[src/rtl/ensm_seq_pkg.sv]
// Shared types for the ENSM TDD sequencer.
// State encoding and TX/RX phase-select helpers.
package ensm_seq_pkg;

  typedef enum logic [2:0] {
    S_IDLE,
    S_ARM,
    S_RX_SETUP,
    S_RX_ON,
    S_RX_GUARD,
    S_TX_SETUP,
    S_TX_ON,
    S_TX_GUARD
  } ensm_state_t;

  localparam logic PH_RX = 1'b0;
  localparam logic PH_TX = 1'b1;

  function automatic ensm_state_t phase_setup(
    input logic ph
  );
    return (ph == PH_TX) ? S_TX_SETUP : S_RX_SETUP;
  endfunction

endpackage

[src/rtl/ensm_tdd_sequencer_pps_edge_sync.sv]
// Three-flop pps synchronizer with a registered rising-edge pulse.
// Only instantiated when ENSM_PPS_SYNC_EN is defined.
module pps_edge_sync (
  input  logic clk,
  input  logic rstn,
  input  logic pps,
  output logic pps_rise
);

  logic [2:0] sync_q, sync_d;
  logic       rise_q, rise_d;

  always_comb begin
    sync_d = {sync_q[1:0], pps};
    rise_d = sync_q[1] & ~sync_q[2];
  end

  always_ff @(posedge clk or negedge rstn) begin
    if (!rstn) begin
      sync_q <= '0;
      rise_q <= 1'b0;
    end else begin
      sync_q <= sync_d;
      rise_q <= rise_d;
    end
  end

  assign pps_rise = rise_q;

endmodule

[src/rtl/ensm_tdd_sequencer.sv]
// AD9361 ENSM pin-control TDD sequencer (ENABLE/TXNRX frames).
// Define ENSM_PPS_SYNC_EN to align the first frame of a run to pps.
module ensm_tdd_sequencer
  import ensm_seq_pkg::*;
#(
  parameter int CNT_W     = 24,
  parameter int SETUP_CYC = 4,
  parameter int FCNT_W    = 16
) (
  input  logic              clk,
  input  logic              rstn,
  input  logic              run,
  input  logic              pps,
  input  logic [CNT_W-1:0]  rx_len,
  input  logic [CNT_W-1:0]  tx_len,
  input  logic [CNT_W-1:0]  guard_len,
  output logic              enable,
  output logic              txnrx,
  output logic              busy,
  output logic              frame_strb,
  output logic [FCNT_W-1:0] frame_cnt,
  output logic              cfg_err
);

  localparam logic [CNT_W-1:0] SETUP_LD =
    CNT_W'(SETUP_CYC - 1);
  localparam logic [CNT_W-1:0] ONE = CNT_W'(1);

  ensm_state_t       state_q, state_d;
  logic [CNT_W-1:0]  cnt_q, cnt_d;
  logic [CNT_W-1:0]  rx_q, rx_d;
  logic [CNT_W-1:0]  tx_q, tx_d;
  logic [CNT_W-1:0]  gd_q, gd_d;
  logic              enable_q, enable_d;
  logic              txnrx_q, txnrx_d;
  logic              busy_q, busy_d;
  logic              strb_q, strb_d;
  logic              cfg_err_q, cfg_err_d;
  logic [FCNT_W-1:0] fcnt_q, fcnt_d;
  logic              legal_in, last, fend;
  logic              start, is_final, arm_go;

`ifdef ENSM_PPS_SYNC_EN
  localparam bit ARM_ABORT = 1'b1;
  logic pps_rise;

  pps_edge_sync u_pps (
    .clk      (clk),
    .rstn     (rstn),
    .pps      (pps),
    .pps_rise (pps_rise)
  );

  assign arm_go = pps_rise;
`else
  localparam bit ARM_ABORT = 1'b0;
  logic unused_pps;

  assign unused_pps = pps;
  assign arm_go     = 1'b1;
`endif

  always_comb begin
    state_d  = state_q;
    cnt_d    = (cnt_q == '0) ? cnt_q : cnt_q - ONE;
    rx_d     = rx_q;
    tx_d     = tx_q;
    gd_d     = gd_q;
    fend     = 1'b0;
    start    = 1'b0;
    last     = (cnt_q == '0);
    legal_in = (rx_len != '0) || (tx_len != '0);

    unique case (state_q)
      S_IDLE: begin
        if (run && legal_in) begin
          state_d = S_ARM;
          start   = 1'b1;
          rx_d    = rx_len;
          tx_d    = tx_len;
          gd_d    = guard_len;
        end
      end
      S_ARM: begin
        if (ARM_ABORT && !run) begin
          state_d = S_IDLE;
        end else if (arm_go) begin
          state_d = phase_setup(
            (rx_q != '0) ? PH_RX : PH_TX);
          cnt_d   = SETUP_LD;
        end
      end
      S_RX_SETUP: begin
        if (last) begin
          state_d = S_RX_ON;
          cnt_d   = rx_q - ONE;
        end
      end
      S_RX_ON: begin
        if (last) begin
          if (gd_q != '0) begin
            state_d = S_RX_GUARD;
            cnt_d   = gd_q - ONE;
          end else if (tx_q != '0) begin
            state_d = S_TX_SETUP;
            cnt_d   = SETUP_LD;
          end else begin
            fend = 1'b1;
          end
        end
      end
      S_RX_GUARD: begin
        if (last) begin
          if (tx_q != '0) begin
            state_d = S_TX_SETUP;
            cnt_d   = SETUP_LD;
          end else begin
            fend = 1'b1;
          end
        end
      end
      S_TX_SETUP: begin
        if (last) begin
          state_d = S_TX_ON;
          cnt_d   = tx_q - ONE;
        end
      end
      S_TX_ON: begin
        if (last) begin
          if (gd_q != '0) begin
            state_d = S_TX_GUARD;
            cnt_d   = gd_q - ONE;
          end else begin
            fend = 1'b1;
          end
        end
      end
      S_TX_GUARD: begin
        if (last) fend = 1'b1;
      end
    endcase

    // Seamless restart: next frame's first SETUP follows the strobe.
    if (fend) begin
      if (run && legal_in) begin
        rx_d    = rx_len;
        tx_d    = tx_len;
        gd_d    = guard_len;
        state_d = phase_setup(
          (rx_len != '0) ? PH_RX : PH_TX);
        cnt_d   = SETUP_LD;
      end else begin
        state_d = S_IDLE;
      end
    end

    // Registered strobe: flag the upcoming last cycle of a frame.
    is_final =
      (state_d == S_TX_GUARD) ||
      (state_d == S_TX_ON && gd_d == '0) ||
      (state_d == S_RX_GUARD && tx_d == '0) ||
      (state_d == S_RX_ON && gd_d == '0 &&
       tx_d == '0);
    strb_d = is_final && (cnt_d == '0);

    enable_d = (state_d == S_RX_ON) ||
               (state_d == S_TX_ON);
    txnrx_d  = (state_d == S_TX_SETUP) ||
               (state_d == S_TX_ON) ||
               (state_d == S_TX_GUARD);
    busy_d   = (state_d != S_IDLE);

    cfg_err_d = run && (cfg_err_q ||
      (state_q == S_IDLE && !legal_in));

    if (start) begin
      fcnt_d = '0;
    end else if (strb_q) begin
      fcnt_d = fcnt_q + FCNT_W'(1);
    end else begin
      fcnt_d = fcnt_q;
    end
  end

  always_ff @(posedge clk or negedge rstn) begin
    if (!rstn) begin
      state_q   <= S_IDLE;
      cnt_q     <= '0;
      rx_q      <= '0;
      tx_q      <= '0;
      gd_q      <= '0;
      enable_q  <= 1'b0;
      txnrx_q   <= 1'b0;
      busy_q    <= 1'b0;
      strb_q    <= 1'b0;
      cfg_err_q <= 1'b0;
      fcnt_q    <= '0;
    end else begin
      state_q   <= state_d;
      cnt_q     <= cnt_d;
      rx_q      <= rx_d;
      tx_q      <= tx_d;
      gd_q      <= gd_d;
      enable_q  <= enable_d;
      txnrx_q   <= txnrx_d;
      busy_q    <= busy_d;
      strb_q    <= strb_d;
      cfg_err_q <= cfg_err_d;
      fcnt_q    <= fcnt_d;
    end
  end

  assign enable     = enable_q;
  assign txnrx      = txnrx_q;
  assign busy       = busy_q;
  assign frame_strb = strb_q;
  assign frame_cnt  = fcnt_q;
  assign cfg_err    = cfg_err_q;

endmodule

[config.mk]
export PLATFORM = sky130hd
export DESIGN_NAME = ensm_tdd_sequencer
export DESIGN_NICKNAME = d
export VERILOG_FILES = /design/src/rtl/ensm_seq_pkg.sv /design/src/rtl/ensm_tdd_sequencer_pps_edge_sync.sv /design/src/rtl/ensm_tdd_sequencer.sv
export SDC_FILE = /design/constraint.sdc
export NUM_CORES = 1
export LEC_CHECK = 0
export BUFFER_PORTS_ARGS = -buffer_cell sky130_fd_sc_hd__buf_4
export CAP_MARGIN = 10
export CORE_ASPECT_RATIO = 0.7
export CORE_UTILIZATION = 30
export CTS_BUF_LIST = sky130_fd_sc_hd__clkbuf_16
export CTS_CLUSTER_DIAMETER = 50
export DETAILED_ROUTE_END_ITERATION = 8
export SETUP_SLACK_MARGIN = 0.2
export SYNTH_ARGS = -nofsm -noshare
export SYNTH_HDL_FRONTEND = slang
export SYNTH_SLANG_ARGS = --single-unit
[constraint.sdc]
create_clock -name clk -period 10.1 [get_ports clk]
set_input_delay 1.515 -clock clk [delete_from_list [all_inputs] [get_ports clk]]
set_output_delay 1.515 -clock clk [all_outputs]
set_load 0.05 [all_outputs]
---- After elaboration in Yosys (flattened, before gate mapping) ----
Cells that the tools add are included.
word-level totals
  word-level logic and storage cells ...... 107
  output and inout bits ................... 21
  input port bits ......................... 76
  flip-flop bits (word level) ............. 120
operators by class
  equal/unequal tests ..................... 12
  muxes and demuxes ....................... 50
  reduce and logical (&&, ||, !) cells .... 29
  add/sub/neg operators ................... 5
operators with widths
  cell                                                                   count
  24-bit two-way mux                                                     23
  24-bit case mux with 6 select lines                                    1
  24-bit nonzero test                                                    5
  24-bit zero test                                                       4
  24-bit by 1-bit subtractor with 24-bit output, second input constant   4
  3-bit two-way mux                                                      13
  16-bit two-way mux                                                     2
  3-bit equality test, second input constant                             8
  3-bit case mux with 7 select lines                                     1
  16-bit by 1-bit adder with 16-bit output, second input constant        1
  3-bit by 2-bit equality test with 1-bit output, second input constant  3
  1-bit two-way mux                                                      9
  1-bit logical AND                                                      8
  1-bit logical OR                                                       8
  1-bit case mux with 4 select lines                                     1
  3-bit by 1-bit equality test with 1-bit output, second input constant  1
  3-bit zero test                                                        1
  3-bit nonzero test                                                     1
  2-bit nonzero test                                                     1
  1-bit zero test                                                        1

---- Depth between registers and ports, before layout ----
Gate-level depths: netlist of the first run.
  depth in word-level cells ............... 13
  depth in mapped cells ................... 13
  depth with buffers taken out ............ 11

---- Worst setup path before layout of the first run ----
OpenSTA, ideal clock, no wires.
  path type ............................... input to register
  from .................................... input port rx_len[13]
  to ...................................... register strb_q (netlist: frame_strb)
  cell stages on the path ................. 9
  arrival time ............................ 3694 ps
  slack ................................... 6311 ps
  library setup time ...................... 95 ps
  required time ........................... 10005 ps
  path buffers ............................ 0
  path through ............................ nor4_1 > nand4_1 > o41ai_1 > o21ai_0 > a211oi_1 > nor3b_1 > a2bb2oi_1 > a211oi_1 > nor4b_2
on the way
  word-level cells in the longest chain between the ends .. 13
  elaborated cells between the ends (all ways) .. 33
  those cells by class .................... eq/ne: 4; mux: 15; reduce/logical: 14
RTL lines
  element                  RTL line                                              RTL
  start, declared          ensm_tdd_sequencer.sv:14                              input logic [CNT_W-1:0] rx_len,
  24-bit nonzero test (*)  ensm_tdd_sequencer.sv:72, ensm_tdd_sequencer.sv:150
  1-bit logical OR         ensm_tdd_sequencer.sv:72                              legal_in = (rx_len != '0) || (tx_len != '0);
  1-bit logical AND        ensm_tdd_sequencer.sv:76, ensm_tdd_sequencer.sv:145
  24-bit two-way mux       ensm_tdd_sequencer.sv:76                              if (run && legal_in) begin
  24-bit two-way mux       ensm_tdd_sequencer.sv:74                              unique case (state_q)
  24-bit two-way mux       ensm_tdd_sequencer.sv:145                             if (run && legal_in) begin
  24-bit two-way mux       ensm_tdd_sequencer.sv:144                             if (fend) begin
  24-bit zero test         ensm_tdd_sequencer.sv:160, ensm_tdd_sequencer.sv:162
  1-bit logical AND        ensm_tdd_sequencer.sv:160                             (state_d == S_TX_ON && gd_d == '0) ||
  1-bit logical OR         ensm_tdd_sequencer.sv:159                             (state_d == S_TX_GUARD) ||
  1-bit logical OR         ensm_tdd_sequencer.sv:160
  1-bit logical OR         ensm_tdd_sequencer.sv:161                             (state_d == S_RX_GUARD && tx_d == '0) ||
  1-bit logical AND (*)    ensm_tdd_sequencer.sv:164                             strb_d = is_final && (cnt_d == '0);
  via strb_d               ensm_tdd_sequencer.sv:37                              logic strb_q, strb_d;
  end signal, assigned     ensm_tdd_sequencer.sv:207                             strb_q <= strb_d;
  end, declared            ensm_tdd_sequencer.sv:37
The timed path passes the listed nets; every way through them passes the cells marked *.
A chain may end at the register's enable or synchronous reset.

---- Worst setup path in the final report of the first run ----
  from .................................... register gd_q[8]
  to ...................................... register strb_q (netlist: frame_strb)
on the way
  word-level cells in the longest chain between the ends .. 11
  elaborated cells between the ends (all ways) .. 40
  those cells by class .................... add/sub: 1; eq/ne: 4; mux: 23; reduce/logical: 12
RTL lines
  element                                                                                 RTL line                   RTL
  start, declared                                                                         ensm_tdd_sequencer.sv:33   logic [CNT_W-1:0] gd_q, gd_d;
  start signal, assigned                                                                  ensm_tdd_sequencer.sv:203  gd_q <= gd_d;
  branches (longest 10 deep; another with 24-bit by 1-bit subtractor with 24-bit output)  n/a
  1-bit logical AND (*)                                                                   ensm_tdd_sequencer.sv:164
  via strb_d                                                                              ensm_tdd_sequencer.sv:37
Mark *: on every way through the listed nets, which the timed path passes.

==> results.yml, run 1 <==
critical_path:
  criticalPathCategory: "flip-flop to flip-flop"
  rr_startpoint: "gd_q[8]"
  startpoint_type: "flip-flop"
  crit_required_ps: 10390
  rrSetupSlack_ps: 5500
  critPathSlowestCell: "nor4_1"
  cp.depth: 10
  crit_buf_inv: 1
  cp_max_fo: 32
  r2r-end: "frame_strb"
  crit_path_end_kind: "flip-flop"
  slowest_delay_ps: 730
  cp-startpoint: "gd_q[8]"
  crit_family: "compound AO/OA/AOI/OAI gates"
  worstRegToRegCells: 10
  worstPathArrival_ps: 4890
  worstSetupEndpoint: "frame_strb"
  critPathMostFrequentCell: "a211oi_1"
  path_cells: "nor4_1, nand4_2, o41ai_1, o211ai_1, a21oi_4, buf_4, mux2i_1, a211oi_1, a211oi_1, nor4b_2"
timing:
  finalHoldViolCount: 0
  finalCritPeriodShare_pct: 45.54
  fmax_ghz: 0.2174
  slew_headroom_pct: 26.14
  fin_setup_tns_ps: 0
  rsz0062_at_grt: "false"
  setup_viol_count_final: 0
  tightest_slew_ps: 1108
  setup_ws_ps: 5500
  slew_violations: 0
  finalCriticalPeriod_ps: 4600
  skew_ps: 14.33
global_routing:
  grt_max_degree: 67
  grt_usage_pct: 20.43
  grt_pass1_wl_um: 40970
  grt_overflow_total: 0
  antenna_found_initial: 1
  grt_pass1_vias: 6595
drt:
  via_per_inst: 5.747
  num_vias: 7287
  wl_met1_um: 13480
  met2_length_um: 10120
  final_antenna_net_count: 0
  dr_wl_met3_um: 2552
  routed.top_layer: "met5"
  wl_um: 26710
  firstDrtPassIters: 5
  drtIter0Drc: 783
  drc_errors: 0
  wl_per_cell_um: 21.06
final_layout:
  drive_gt1_share_pct: 23.37
  antenna_cells: 0
  final_core_utilization_pct: 36.74
  finalInstanceArea_sq_mm: 0.009417
  syn_to_final_growth_pct: 20.32
  nets: 1009
logic_synthesis:
  yosysMostFrequentCell: "dfrtp_1"
  syn_nets: 924
  synth_edf_count: 0
  synth.distinct_cells: 74
  synth_ff_type: "dfrtp_1"
  yosys.area.top_type: "dfrtp_1"
  synth-seq-area-share_pct: 38.37
  synth_area_sq_mm: 0.007826
  syn_area_per_cell_sq_um: 9.317
  ys_ff_latch: 120
  synth.area.top_cells: "dfrtp_1, mux2_2, xnor2_1"
  yosys_warnings: 0
  synthTopCellsByCount: "dfrtp_1, nor2_1, mux2_2"
  synthCells: 840
  synthArstFlopShare_pct: 100.0
  netlist.area_leader.share_pct: 38.37
power:
  sw_frac_of_total_pct: 44.73
  pwr-share-comb_pct: 40.8
  powerDensity_mw_per_mm2: 283.1
  clock_power_share_pct: 22.6
  p_sw_w: 0.001192
  vdd_drop_max_uv: 130.7
  p_seq_share_pct: 36.7
  intPower_w: 0.001473
  p_leak_nw: 3.626
die:
  die_h_um: 137.1
  dieWidth_um: 195.1
  fp-row-count: 49
  start_util_pct: 30.54
  io_pins: 97
  coreArea_sq_mm: 0.02563
  dieArea_sq_mm: 0.02675
place:
  post_dp_cell_area_sq_mm: 0.008840
  hpwl_um: 20510
  place_ws_ps: 4981
  gp_congestion: 0.9974
  numPortBuffers: 95
clock_tree:
  cts_hold_buf: 0
  cts_root_buffer: "clkbuf_16"
  insertion_delay_ps: 430
  post_cts_buffers: 0
  cts.sinks: 120
  tritoncts: "built"
  clkSlewWorstSetupHoldPaths_ps: 60
  ctsHtreeMaxLevel: 4
  cts_resized: 0
  tritoncts.num_buffers: 17
  cts_max_path_buffers: 2
run:
  cap_violations: 0
min_path:
  hp-class: "flip-flop to flip-flop"
  min_from: "cfg_err"
status:
  run_status: "complete, no violations"
[power by group through the flow]
stage	clock, W	sequential, W	combinational (W)
floorplan	0	0.000919	0.000697
global placement	0	0.000966	0.00104
detailed placement	0	0.000971	0.00104
CTS	0.000619	0.000966	0.00105
global route	0.000641	0.00101	0.00116
finish	0.000601	0.000978	0.00109
[metrics by stage]
step | total power, W | cells | hold slack [ps]
final | 0.002665 | 1268 | 499.8
after CTS | 0.002640 | 1267 | 506.7
after detailed placement | 0.002014 | 1236 | 493.4
after global placement | 0.002001 | 1236 | 481.4
after global routing | 0.002809 | 1268 | 517.6
after floorplan | 0.001616 | 840 | 494.1
[worst min-delay path by stage]
| stage | slack, ps | endpoint | cells past startpoint |
|---|---|---|---|
| finish | 500 | cfg_err | 1 |
| global route | 520 | cfg_err | 1 |
| CTS | 510 | cfg_err | 1 |
| detailed placement | 490 | cfg_err | 1 |
| global placement | 480 | cfg_err | 1 |
| floorplan | 490 | rx_q[8] | 1 |
[per-layer routing]
layer	vias up	track usage (%)
met2	312	26.05
met4	4	6.124
met3	46	6.580
met1	3572	31.28
met5	-	1.296
li1	3353	-
[cells by family (layout without fill, tap and decap cells)]
group	count (synthesis)	after routing	share of synthesized area [%]
flip-flops	120	120	38.37
AND/OR/NAND/NOR	340	340	23.80
AO/OA/AOI/OAI	160	160	13.75
adder cells (fa/ha/maj)	8	8	1.279
multiplexers	67	67	9.592
buffers and inverters	55	152	3.133
XOR/XNOR	90	90	10.07
[state kept, by name, summed over array words and instances, names as in the netlist]
register / cells
tx_q: 24
cfg_err: 1
txnrx: 1
gd_q: 24
cnt_q: 24
enable: 1
rx_q: 24
state_q: 3
busy: 1
frame_cnt: 16
frame_strb: 1
[final cells by class]
| cell class | instances | area, sq um |
|---|---|---|
| well taps | 331 | 414.1 |
| inverters | 18 | 67.56 |
| clock buffers | 17 | 425.4 |
| repair buffers | 103 | 770.7 |
| multi-input cells | 665 | 4589 |
| clock inverters | 14 | 146.4 |
| fillers | 2633 | 16210 |
| flip-flops and latches | 120 | 3003 |
[worst reg2reg max path, delay by kind of cell, from the launching register on]
kind,cells,cell delay [ps]
AND/OR/NAND/NOR,3,1300
flip-flops,1,450
multiplexers,1,590
AO/OA/AOI/OAI,5,1740
buffers and inverters,1,390
[placed cells by master (no fill, tap or decap), drive strengths merged, types with 5 or more instances in the layout]
master	Yosys	final
dfrtp	120	120
buf	16	102
nor2	67	67
mux2	64	64
nand2	61	61
nor4	54	54
xnor2	50	50
xor2	40	40
nor3	38	38
o21ai	33	33
a21oi	32	32
nand3	27	27
nand4	24	24
o22ai	23	23
inv	17	22
or4	19	19
clkbuf	21	18
or3	14	14
and3	8	8
a211oi	8	8
ha	8	8
o41ai	7	7
a31oi	7	7
a21o	6	6
or2	6	6
o211ai	6	6
nor4b	5	5
o31ai	5	5
Power figures use the tool's default switching activity.
==> inputs of run 2 (changes only) <==
--- a/config.mk
+++ b/config.mk
@@ -5,6 +5,7 @@
 export SDC_FILE = /design/constraint.sdc
 export NUM_CORES = 1
 export LEC_CHECK = 0
+export ABC_AREA = 1
 export BUFFER_PORTS_ARGS = -buffer_cell sky130_fd_sc_hd__buf_4
 export CAP_MARGIN = 10
 export CORE_ASPECT_RATIO = 0.7
==> constraint.sdc (replaced) <==
create_clock -name clk -period 4.2 [get_ports clk]
set_input_delay 0.63 -clock clk [delete_from_list [all_inputs] [get_ports clk]]
set_output_delay 0.63 -clock clk [all_outputs]
set_load 0.05 [all_outputs]
==> run 2 against run 1 <==
  * First-iteration DRC count is 8.0% higher
  * Cell count rose by 56%
  * Combinational power grew to 3.9 times the previous value
  * Non-clock buffer count rose by 6
  * Count of clock-buffer cells in the layout stayed put
==> results.yml, run 2 <==
place:
  gp_congestion: 0.9382
  hpwl_um: 24530
  numPortBuffers: 95
timing:
  slew_violations: 0
  finalCritPeriodShare_pct: 84.80
  fmax_ghz: 0.2808
  setup_viol_count_final: 0
  finalHoldViolCount: 0
  finalCriticalPeriod_ps: 3562
  tightest_slew_ps: 822.0
  skew_ps: 10.11
  slew_headroom_pct: 45.20
  fin_setup_tns_ps: 0
  rsz0062_at_grt: "false"
final_layout:
  register_area_sq_mm: 0.003003
  final_core_utilization_pct: 36.30
  n_fill_cell: 3370
  multi_input_area_sq_mm: 0.005473
  layout_commonest_cell: "nand2_1"
  syn_to_final_growth_pct: 17.59
  final_cell_mix: "nand2_1, nor2_1, inv_1, dfrtp_1, nand3_1"
  drive_gt1_share_pct: 12.60
  nets: 1643
  antenna_cells: 0
drt:
  wl_per_cell_um: 16.07
  num_vias: 9798
  drc_errors: 0
  drtIter0Drc: 846
  final_antenna_net_count: 0
  via_per_inst: 4.941
  firstDrtPassIters: 5
  wl_um: 31870
min_path:
  hp-class: "primary input to asynchronous set/reset pin"
logic_synthesis:
  syn_area_per_cell_sq_um: 6.356
  syn_nets: 1559
  yosysMostFrequentCell: "nand2_1"
  synth_area_sq_mm: 0.009375
  muxShareOfSynthArea_pct: 0.7207
  yosys.area.top_type: "dfrtp_1"
  synth_compound_area_share_pct: 10.42
  synthCells: 1475
  synth_simple_gate_area_share_pct: 42.63
  netlist.area_leader.share_pct: 32.03
  synth.distinct_cells: 51
  synthTopCellsByCount: "nand2_1, nor2_1, inv_1"
  synthXorXnorAreaFrac_pct: 3.457
  synthAdderAreaFrac_pct: 1.068
  synth_top_family_by_area: "simple AND/OR/NAND/NOR gates"
  yosys_warnings: 0
  synth-seq-area-share_pct: 32.03
  synth_edf_count: 0
  ys_ff_latch: 120
  synthArstFlopShare_pct: 100.0
  synth.area.top_cells: "dfrtp_1, nand2_1, nor2_1"
  synth_ff_type: "dfrtp_1"
global_routing:
  grt_usage_pct: 20.65
  grt_overflow_total: 0
  grt_pass1_wl_um: 51090
  grt_pass1_vias: 9243
  antenna_found_initial: 0
  grt_max_degree: 65
power:
  clock_power_share_pct: 17.5
  powerDensity_mw_per_mm2: 704.4
  intPower_w: 0.003800
  p_seq_share_pct: 28.3
  sw_frac_of_total_pct: 51.07
  p_sw_w: 0.003966
  pwr-share-comb_pct: 54.2
  p_leak_nw: 5.610
  vdd_drop_max_uv: 361.6
clock_tree:
  cts_max_path_buffers: 2
  insertion_delay_ps: 430
  tritoncts.num_buffers: 17
  tritoncts: "built"
  cts.sinks: 120
  clkSlewWorstSetupHoldPaths_ps: 60
  post_cts_buffers: 0
  cts_resized: 0
  cts_root_buffer: "clkbuf_16"
  cts_hold_buf: 0
  ctsHtreeMaxLevel: 4
die:
  dieWidth_um: 213.3
  start_util_pct: 30.87
  dieArea_sq_mm: 0.03197
  io_pins: 97
  fp-row-count: 53
  die_h_um: 149.9
  coreArea_sq_mm: 0.03037
critical_path:
  rr_startpoint: "cnt_q[1]"
  cp_max_fo: 17
  crit_path_end_kind: "flip-flop"
  crit_required_ps: 4550
  worstPathArrival_ps: 3910
  startpoint_type: "flip-flop"
  criticalPathCategory: "flip-flop to flip-flop"
  cp-startpoint: "cnt_q[1]"
run:
  cap_violations: 0
status:
  run_status: "complete, no violations"
## run 2: stage by stage
step / total power [W] / area, sq um / setup slack [ps] / hold WS, ps / std cells
global placement: 0.006298 / 10500 / 599.9 / 495.7 / 1952
detailed placement: 0.006343 / 10500 / 621.5 / 514.4 / 1952
finish: 0.007766 / 11020 / 638.4 / 301.8 / 1983
global route: 0.008455 / 11020 / 285.4 / 360.3 / 1983
floorplan: 0.005111 / 9375 / 1776 / 334.4 / 1475
CTS: 0.007737 / 11020 / 657.6 / 316.7 / 1983
## run 2: logic make-up after synthesis
logic type,Yosys count
buffers and inverters,225
XOR/XNOR,37
multiplexers,6
AO/OA/AOI/OAI,175
adder cells (fa/ha/maj),8
flip-flops,120
AND/OR/NAND/NOR,904
## run 2: area by class of cell
class / instances / share of cell area (%)
Clock inverter: 14 / 0.8626
Clock buffer: 17 / 3.859
Multi-Input combinational cell: 1130 / 49.64
Timing Repair Buffer: 109 / 7.536
Tap cell: 412 / 4.676
Sequential cell: 120 / 27.24
Inverter: 181 / 6.185
## run 2: power by group through the flow
stage          registers, W  logic [W]  clock network [W]
4_1_cts             0.00218    0.00417            0.00139
2_1_floorplan       0.00208    0.00304                  0
6_report            0.00220    0.00421            0.00136
3_3_place_gp        0.00220    0.00410                  0
3_5_place_dp        0.00220    0.00415                  0
5_1_grt             0.00226    0.00476            0.00143
## run 2: worst paths after layout
kind                                   end  slack (ps)  cells past startpoint
min in group clk                   rx_q[4]         430                      3
worst max-delay path            frame_strb         640                     16
worst max register to register  frame_strb         640                     16
worst min register to register     cfg_err         520                      2
max in group asynchronous         gd_q[12]        3040                      2
worst min-delay path              rx_q[21]         300                      1
## run 2: metal layers
layer	vias up	track usage [%]	part of all wire [%]
met3	27	2.833	5.0
met5	-	0	0
li1	4952	-	-
met1	4594	31.35	51
met4	0	3.964	1.1
met2	225	30.83	43
## run 2: worst max-delay path, cell delays in order (launching register included)
cell and delay (ps):
dfrtp_1 460, inv_1 190, ha_1 270, nand3_1 90
nor2_1 180, nand3_4 240, clkinv_2 230, nand2_2 130
a21oi_4 190, nand3_2 390, a21oi_1 320, nand3_1 140
nor2_1 130, nand3b_1 80, nor2_1 100, nand4_1 160
nor2_1 170
